--- config.mk ---
export PLATFORM = sky130hd
export DESIGN_NAME = branch_hazard_ctrl_p
export DESIGN_NICKNAME = d
export VERILOG_FILES = /design/src/rtl/branch_hazard_ctrl_p.sv
export SDC_FILE = /design/constraint.sdc
export NUM_CORES = 1
export LEC_CHECK = 0
export CAP_MARGIN = 25
export CORE_AREA = 2 2 147 149
export CTS_CLUSTER_DIAMETER = 40
export CTS_CLUSTER_SIZE = 16
export DETAILED_ROUTE_END_ITERATION = 7
export DIE_AREA = 0 0 149 151
export GPL_TIMING_DRIVEN = 0
export HOLD_SLACK_MARGIN = 0.12
export PLACE_DENSITY_LB_ADDON = 0.15
export SETUP_SLACK_MARGIN = 0.3
export SLEW_MARGIN = 25
export SYNTH_ARGS = -nofsm -noshare
export SYNTH_HDL_FRONTEND = slang
export SYNTH_SLANG_ARGS = --single-unit
--- constraint.sdc ---
create_clock -name clk -period 7.65 [get_ports clk]
set_input_delay 1.9125 -clock clk [delete_from_list [all_inputs] [get_ports clk]]
set_output_delay 1.9125 -clock clk [all_outputs]
set_load 0.01 [all_outputs]
--- src/rtl/branch_hazard_ctrl_p.sv ---
// Control-hazard controller: owns the fetch PC, tracks in-flight decodes in a
// circular FIFO and redirects/flushes on taken PC-relative branches.
module branch_hazard_ctrl_p #(
  parameter int unsigned     PC_W       = 32,
  parameter int unsigned     OFFSET_W   = 16,
  parameter int unsigned     DEPTH      = 4,
  parameter int unsigned     FETCH2EXEC = 3,
  parameter logic [PC_W-1:0] RESET_PC   = '0
) (
  input  logic                              clk,
  input  logic                              nrst,
  input  logic                              fetch_rdy,
  output logic [PC_W-1:0]                   pc,
  output logic                              pc_vld,
  input  logic                              dec_vld,
  input  logic                              dec_branch,
  input  logic [PC_W-1:0]                   dec_pc,
  input  logic [OFFSET_W-1:0]               dec_off,
  input  logic                              exe_done,
  input  logic                              exe_zero,
  output logic                              flush,
  output logic [$clog2(FETCH2EXEC+1)-1:0]   squash_cnt,
  output logic [$clog2(DEPTH+1)-1:0]        count,
  output logic                              full,
  output logic                              empty,
  output logic                              err
);

  localparam int unsigned SQ_W  = $clog2(FETCH2EXEC + 1);
  localparam int unsigned CNT_W = $clog2(DEPTH + 1);
  localparam int unsigned PTR_W = $clog2(DEPTH);

  logic                ent_br  [DEPTH];
  logic [PC_W-1:0]     ent_pc  [DEPTH];
  logic [OFFSET_W-1:0] ent_off [DEPTH];
  logic [PTR_W-1:0]    rd_ptr, wr_ptr;

  logic            do_pop, do_push, taken, err_ev;
  logic [PC_W-1:0] off_ext, target;

  assign full   = (count == CNT_W'(DEPTH));
  assign empty  = (count == '0);
  assign pc_vld = !full;

  // Head resolution and tracker handshake decode
  always_comb begin
    do_pop  = exe_done && !empty;
    taken   = do_pop && ent_br[rd_ptr] && exe_zero;
    do_push = dec_vld && (squash_cnt == '0) && (!full || do_pop) && !taken;
    err_ev  = (dec_vld && (squash_cnt == '0) && full && !do_pop) || (exe_done && empty);
    off_ext = PC_W'($signed(ent_off[rd_ptr]));
    target  = ent_pc[rd_ptr] + PC_W'(4) + (off_ext << 2);
  end

  // Entry storage needs no reset; validity is carried by the pointers
  always_ff @(posedge clk) begin
    if (do_push) begin
      ent_br[wr_ptr]  <= dec_branch;
      ent_pc[wr_ptr]  <= dec_pc;
      ent_off[wr_ptr] <= dec_off;
    end
  end

  always_ff @(posedge clk or negedge nrst) begin
    if (!nrst) begin
      pc         <= RESET_PC;
      flush      <= 1'b0;
      squash_cnt <= '0;
      count      <= '0;
      rd_ptr     <= '0;
      wr_ptr     <= '0;
      err        <= 1'b0;
    end else begin
      err <= err | err_ev;
      if (taken) begin
        pc         <= target;
        flush      <= 1'b1;
        squash_cnt <= SQ_W'(FETCH2EXEC);
        count      <= '0;
        rd_ptr     <= '0;
        wr_ptr     <= '0;
      end else begin
        flush <= 1'b0;
        if (fetch_rdy && pc_vld) pc <= pc + PC_W'(4);
        if (do_push) wr_ptr <= wr_ptr + PTR_W'(1);
        if (do_pop)  rd_ptr <= rd_ptr + PTR_W'(1);
        count <= count + CNT_W'(do_push) - CNT_W'(do_pop);
        // Wrong-path decodes are consumed one per dec_vld cycle
        if (dec_vld && (squash_cnt != '0)) squash_cnt <= squash_cnt - SQ_W'(1);
      end
    end
  end

endmodule

# Word level (Yosys, flattened, before mapping)
# Memories as Yosys holds them, arrays and structs flattened.
# Index checks and enable logic that the tools add are counted.
classes:
  bitwise_logic: 1
  reduce_logical: 24
  add_sub_neg: 8
  mux: 12
  eq_ne: 1
ops:
  columns: ["op", "n"]
  rows:
  - ["32-bit by 3-bit adder with 32-bit output (second input constant)", 2]
  - ["32-bit 2-to-1 mux", 2]
  - ["32-bit adder", 1]
  - ["2-bit 2-to-1 mux", 6]
  - ["1-bit logical AND", 11]
  - ["2-bit nonzero test", 5]
  - ["2-bit by 1-bit adder with 2-bit output (second input constant)", 2]
  - ["1-bit zero test", 4]
  - ["3-bit by 1-bit adder with 3-bit output", 1]
  - ["3-bit == test (second input constant)", 1]
  - ["3-bit zero test", 1]
  - ["1-bit 2-to-1 mux", 3]
  - ["3-bit 2-to-1 mux", 1]
  - ["3-bit by 1-bit subtractor with 3-bit output", 1]
  - ["2-bit zero test", 1]
  - ["1-bit logical OR", 2]
  - ["2-bit by 1-bit subtractor with 2-bit output (second input constant)", 1]
  - ["1-bit OR", 1]
totals:
  out_inout_bits: 42
  mem_count: 3
  ram_bits: 196
  word_cells: 56
  reg_bits: 43
memory_table:
  columns: ["memory", "words", "word_bits", "read_ports", "rd_clocked_by_memory_dff", "write_ports", "line", "source"]
  rows:
  - ["ent_pc", 4, 32, 1, 0, 1, "34", "logic [PC_W-1:0] ent_pc [DEPTH];"]
  - ["ent_off", 4, 16, 1, 0, 1, "35", "logic [OFFSET_W-1:0] ent_off [DEPTH];"]
  - ["ent_br", 4, 1, 1, 0, 1, "33", "logic ent_br [DEPTH];"]

# Depth between registers and ports, before layout
logic_depth:
  depth_word: 10
  mapped_depth: 15
  mapped_depth_nobuf: 13

# Least setup slack after synthesis
# No wires, ideal clock.
synth_timing:
  path_type: "in2reg"
  from: "input port exe_done"
  to: "memory ent_br[0], enable pin"
  setup_ns: 0.412
  path_stages: 4
  arrival_ns: 3.694
  path_slack_ns: 3.544
  t_required_ns: 7.238
  cell_sequence: "nor2b_1 > nand3_1 > buf_2 > and3_1"
synth_via:
  elab_chain_len: 7
synth_lines:
  columns: ["element", "line", "source"]
  rows:
  - ["start: declaration", "19", "input logic exe_done,"]
  - ["1-bit logical AND *", "47", "do_pop = exe_done && !empty;"]
  - ["1-bit logical AND (2 in a row)", "48", "taken = do_pop && ent_br[rd_ptr] && exe_zero;"]
  - ["1-bit zero test", "49", "do_push = dec_vld && (squash_cnt == '0) && (!full || do_pop) && !taken;"]
  - ["1-bit logical AND *", "49", null]
  - ["1-bit 2-to-1 mux *", "57", "if (do_push) begin"]
  - ["1-bit 2-to-1 mux (implied by the code) *", "58", "ent_br[wr_ptr] <= dec_branch;"]
  - ["end: declaration", "33", null]
# Every way passes the cells marked *; elsewhere a longest branch is shown, timed or not.

# Worst setup path in the final report
layout_timing:
  from: "input port exe_done"
  to: "register count[2]"
layout_via:
  elab_chain_len: 8
layout_lines:
  columns: ["element", "line", "source"]
  rows:
  - ["1-bit logical AND *", "47", null]
  - ["1-bit logical AND (2 in a row)", "48", null]
  - ["1-bit zero test", "49", null]
  - ["1-bit logical AND", "49", null]
  - ["3-bit by 1-bit adder with 3-bit output", "87", "count <= count + CNT_W'(do_push) - CNT_W'(do_pop);"]
  - ["3-bit by 1-bit subtractor with 3-bit output", "87", null]
  - ["3-bit 2-to-1 mux *", "75", "if (taken) begin"]
  - ["end signal: assignment", "87", null]
  - ["end: declaration", "23", "output logic [$clog2(DEPTH+1)-1:0] count,"]
# Marks and branches as above.
# A chain may end at the register's enable or synchronous reset.

==> reports/results.ini <==
[worst_setup_path]
crit_required_ns = 8.02
cp_max_fo = 10
cp.arrival_ns = 5.29
startpoint_type = primary input
path_class = primary input to flip-flop
end_kind = flip-flop

[route]
routed_via_density = 5.88
dr.pass1.iters = 4
ant_nets = 0
drc_errors = 0
vias = 7033
drt_iter0_drc = 347
post_drt_wl_per_cell_um = 20.2
routed_wl_um = 24100

[clock_tree]
cts_setup_buffers = 0
numCtsBuffers = 34
cts-root-buf = clkbuf_16
clk_pin_slew_worst_paths_ns = 0.05
cts_resized = 0
cts_tree = done
htree_levels = 2
cts_sinks = 239
clk_path_buf_depth = 3
clock_latency_ns = 0.50
postCtsHoldBufs = 0

[cells_and_area]
layout-area-overhead-vs-synth_pct = 22.8
antenna_cells = 0
drive_gt1_share_pct = 15.5
nets = 1019
n_fill_cell = 1484
fin_util_pct = 67.3

[sta]
slew_violations = 0
layout_min_cycle_time_ns = 4.93
rsz0062_at_grt = false
hold_violations = 0
setup_viol = 0
maxSlewHeadroom_pct = 42.3
tns_ns = 0
finClkSkew_ns = 0.0184
worstMarginPinSlew_ns = 0.866
fin_crit_sh_pct = 64.4
max_freq_mhz = 203
setup_ws_ns = 2.72

[yosys]
avgSynthCellArea_um2 = 15.0
synthFlopType = edfxtp_1
synth_cells = 760
synth_nets = 882
ys_seq_area_share_pct = 61.1
synth.distinct_cells = 61
synth_edf_count = 196
yosys_register_bits = 239
yosysWarnings = 0
synth_top_area_share_pct = 51.6
synthTopCellsByArea = edfxtp_1 (52%), mux4_2 (9.7%), dfrtp_1 (9.4%)
syn_area_um2 = 11400
synth_top_area_cell = edfxtp_1
async_flop_share_pct = 18.0

[die]
core_um2 = 20800
die_h_um = 151
rows = 53
fp.dieW_um = 149
start_util_pct = 54.8
die-area_um2 = 22500
ioPinCount = 97

[power]
leakagePower_nw = 5.13
sw_frac_of_total_pct = 39.2
internal-power_mw = 4.05
clock_power_share_pct = 23.9
switchingPower_mw = 2.61
p_total_mw = 6.66
peakVddDrop_uv = 307
p_comb_share_pct = 49.8
p_seq_share_pct = 26.3
power.density_nw_per_um2 = 475

[worst_hold_path]
hp-class = flip-flop to flip-flop

[placement]
place_ws_ns = 2.23
numPortBuffers = 96
routabilityCongestion = 0.827
dp_hpwl_um = 16700

[global_route]
grt_pass1_wl_um = 38200
grtUsageTotal_pct = 22.0
grt_overflow = 0
grt_max_degree = 29
grt_pass1_vias = 7229
antenna_found_initial = 0

[status]
status = complete, no violations

[job]
maxCapViolations = 0

## sequential cells by signal, summed over array words and instances, names as in the netlist
signal / flops
ent_pc: 128
ent_off: 64
pc: 32
ent_br: 4
count: 3
rd_ptr: 2
squash_cnt: 2
wr_ptr: 2
err: 1
flush: 1
## path summary, 6_finish.rpt
path | depth (start not counted) | startpoint | slack (ns) | endpoint
setup / recovery | 14 | exe_done | 2.72 | count[2]$_DFF_PN0_
hold / removal | 1 | err$_DFF_PN0_ | 0.46 | err$_DFF_PN0_
setup reg to reg | 12 | rd_ptr[1]$_DFFE_PN0P_ | 2.80 | pc[27]$_DFFE_PN0P_
hold reg to reg | 1 | err$_DFF_PN0_ | 0.46 | err$_DFF_PN0_
max in group asynchronous | 2 | nrst | 5.69 | pc[25]$_DFFE_PN0P_
min in group asynchronous | 1 | nrst | 1.44 | flush$_DFF_PN0_
## critical path, stage by stage
cell	delay, ns
clkdlybuf4s50_1	0.53
nor2b_1	0.52
nand3_1	0.36
buf_2	0.31
clkbuf_1	0.29
nand2_1	0.14
ha_1	0.24
inv_1	0.06
ha_1	0.12
inv_1	0.05
fa_1	0.37
xor2_1	0.18
xnor2_1	0.14
nor2_1	0.06
## layout by cell type (no fill, tap or decap), drive strengths merged, types with 20 or more instances in the layout
cell,count
xor2,28
clkdlybuf4s50,95
dfrtp,43
xnor2,26
a21oi,32
clkbuf,52
edfxtp,196
nor2,32
o21ai,39
nand2,56
ha,65
buf,20
mux4,49
## logic make-up (layout without fill, tap and decap cells)
family	after synthesis	in the layout	share of synthesized area [%]
DFF	239	239	61.1
and+or+nand+nor	175	175	8.20
AOI/OAI and AO/OA	130	130	7.59
adders and majority gates	67	67	7.48
xor gates and xnor gates	54	54	4.15
muxes	52	52	9.94
buffers and inverters	43	204	1.57
## cell type report
| cell class | instances | area [µm²] | area share, % |
|---|---|---|---|
| timing repair buffer | 101 | 1060 | 7.59 |
| tap | 275 | 344 | 2.46 |
| clock buffer | 37 | 883 | 6.31 |
| sequential | 239 | 6960 | 49.7 |
| buffer | 29 | 126 | 0.902 |
| inverter | 14 | 52.6 | 0.375 |
| clock inverter | 23 | 294 | 2.10 |
| multi-input combinational | 478 | 4280 | 30.6 |
## per-stage QoR
step           instance area (µm²)  instances  hold WS (ns)
2_1_floorplan                11400        760         0.493
3_3_place_gp                 12700       1131         0.440
3_5_place_dp                 12800       1136         0.444
4_1_cts                      14000       1196         0.455
5_1_grt                      14000       1196         0.474
6_report                     14000       1196         0.456
## cell usage after synthesis (3+ instances only)
library cell,n
dfrtp_1,43
o31ai_1,4
a211oi_1,8
buf_1,4
mux2i_1,3
clkbuf_1,15
o211a_1,3
nand4_1,8
xor2_1,28
nand2b_1,4
buf_2,8
mux4_2,49
nand2_1,56
nor2b_1,5
nand3b_1,3
nand3_1,17
or3_1,3
and2_1,4
edfxtp_1,196
nor3_1,11
o211ai_1,4
a21oi_1,30
nand4_4,3
ha_1,65
o21a_1,7
nor2_1,32
a21o_1,14
a31oi_1,4
o21ai_1,3
inv_1,13
xnor2_1,26
o2111ai_1,3
and3_1,16
o21ai_0,35
## power groups by stage
| stage | registers (mW) | logic (mW) | clock network (mW) |
|---|---|---|---|
| 2_1_floorplan | 1.79 | 2.32 | 0 |
| 3_3_place_gp | 1.77 | 3.19 | 0 |
| 3_5_place_dp | 1.77 | 3.28 | 0 |
| 4_1_cts | 1.75 | 3.31 | 1.62 |
| 5_1_grt | 1.77 | 3.65 | 1.67 |
| 6_report | 1.75 | 3.31 | 1.59 |
## per-layer routing
metal / share of wire [%] / routed length [µm] / track usage [%] / vias to the layer above
met2: 50 / 12000 / 37.4 / 193
met4: 2.1 / 498 / 6.90 / 0
met1: 44 / 10500 / 29.4 / 3568
li1: - / - / - / 3236
met5: 0 / 0 / 0 / -
met3: 4.6 / 1110 / 3.52 / 36
No activity file was read; power rests on OpenSTA's default activity.
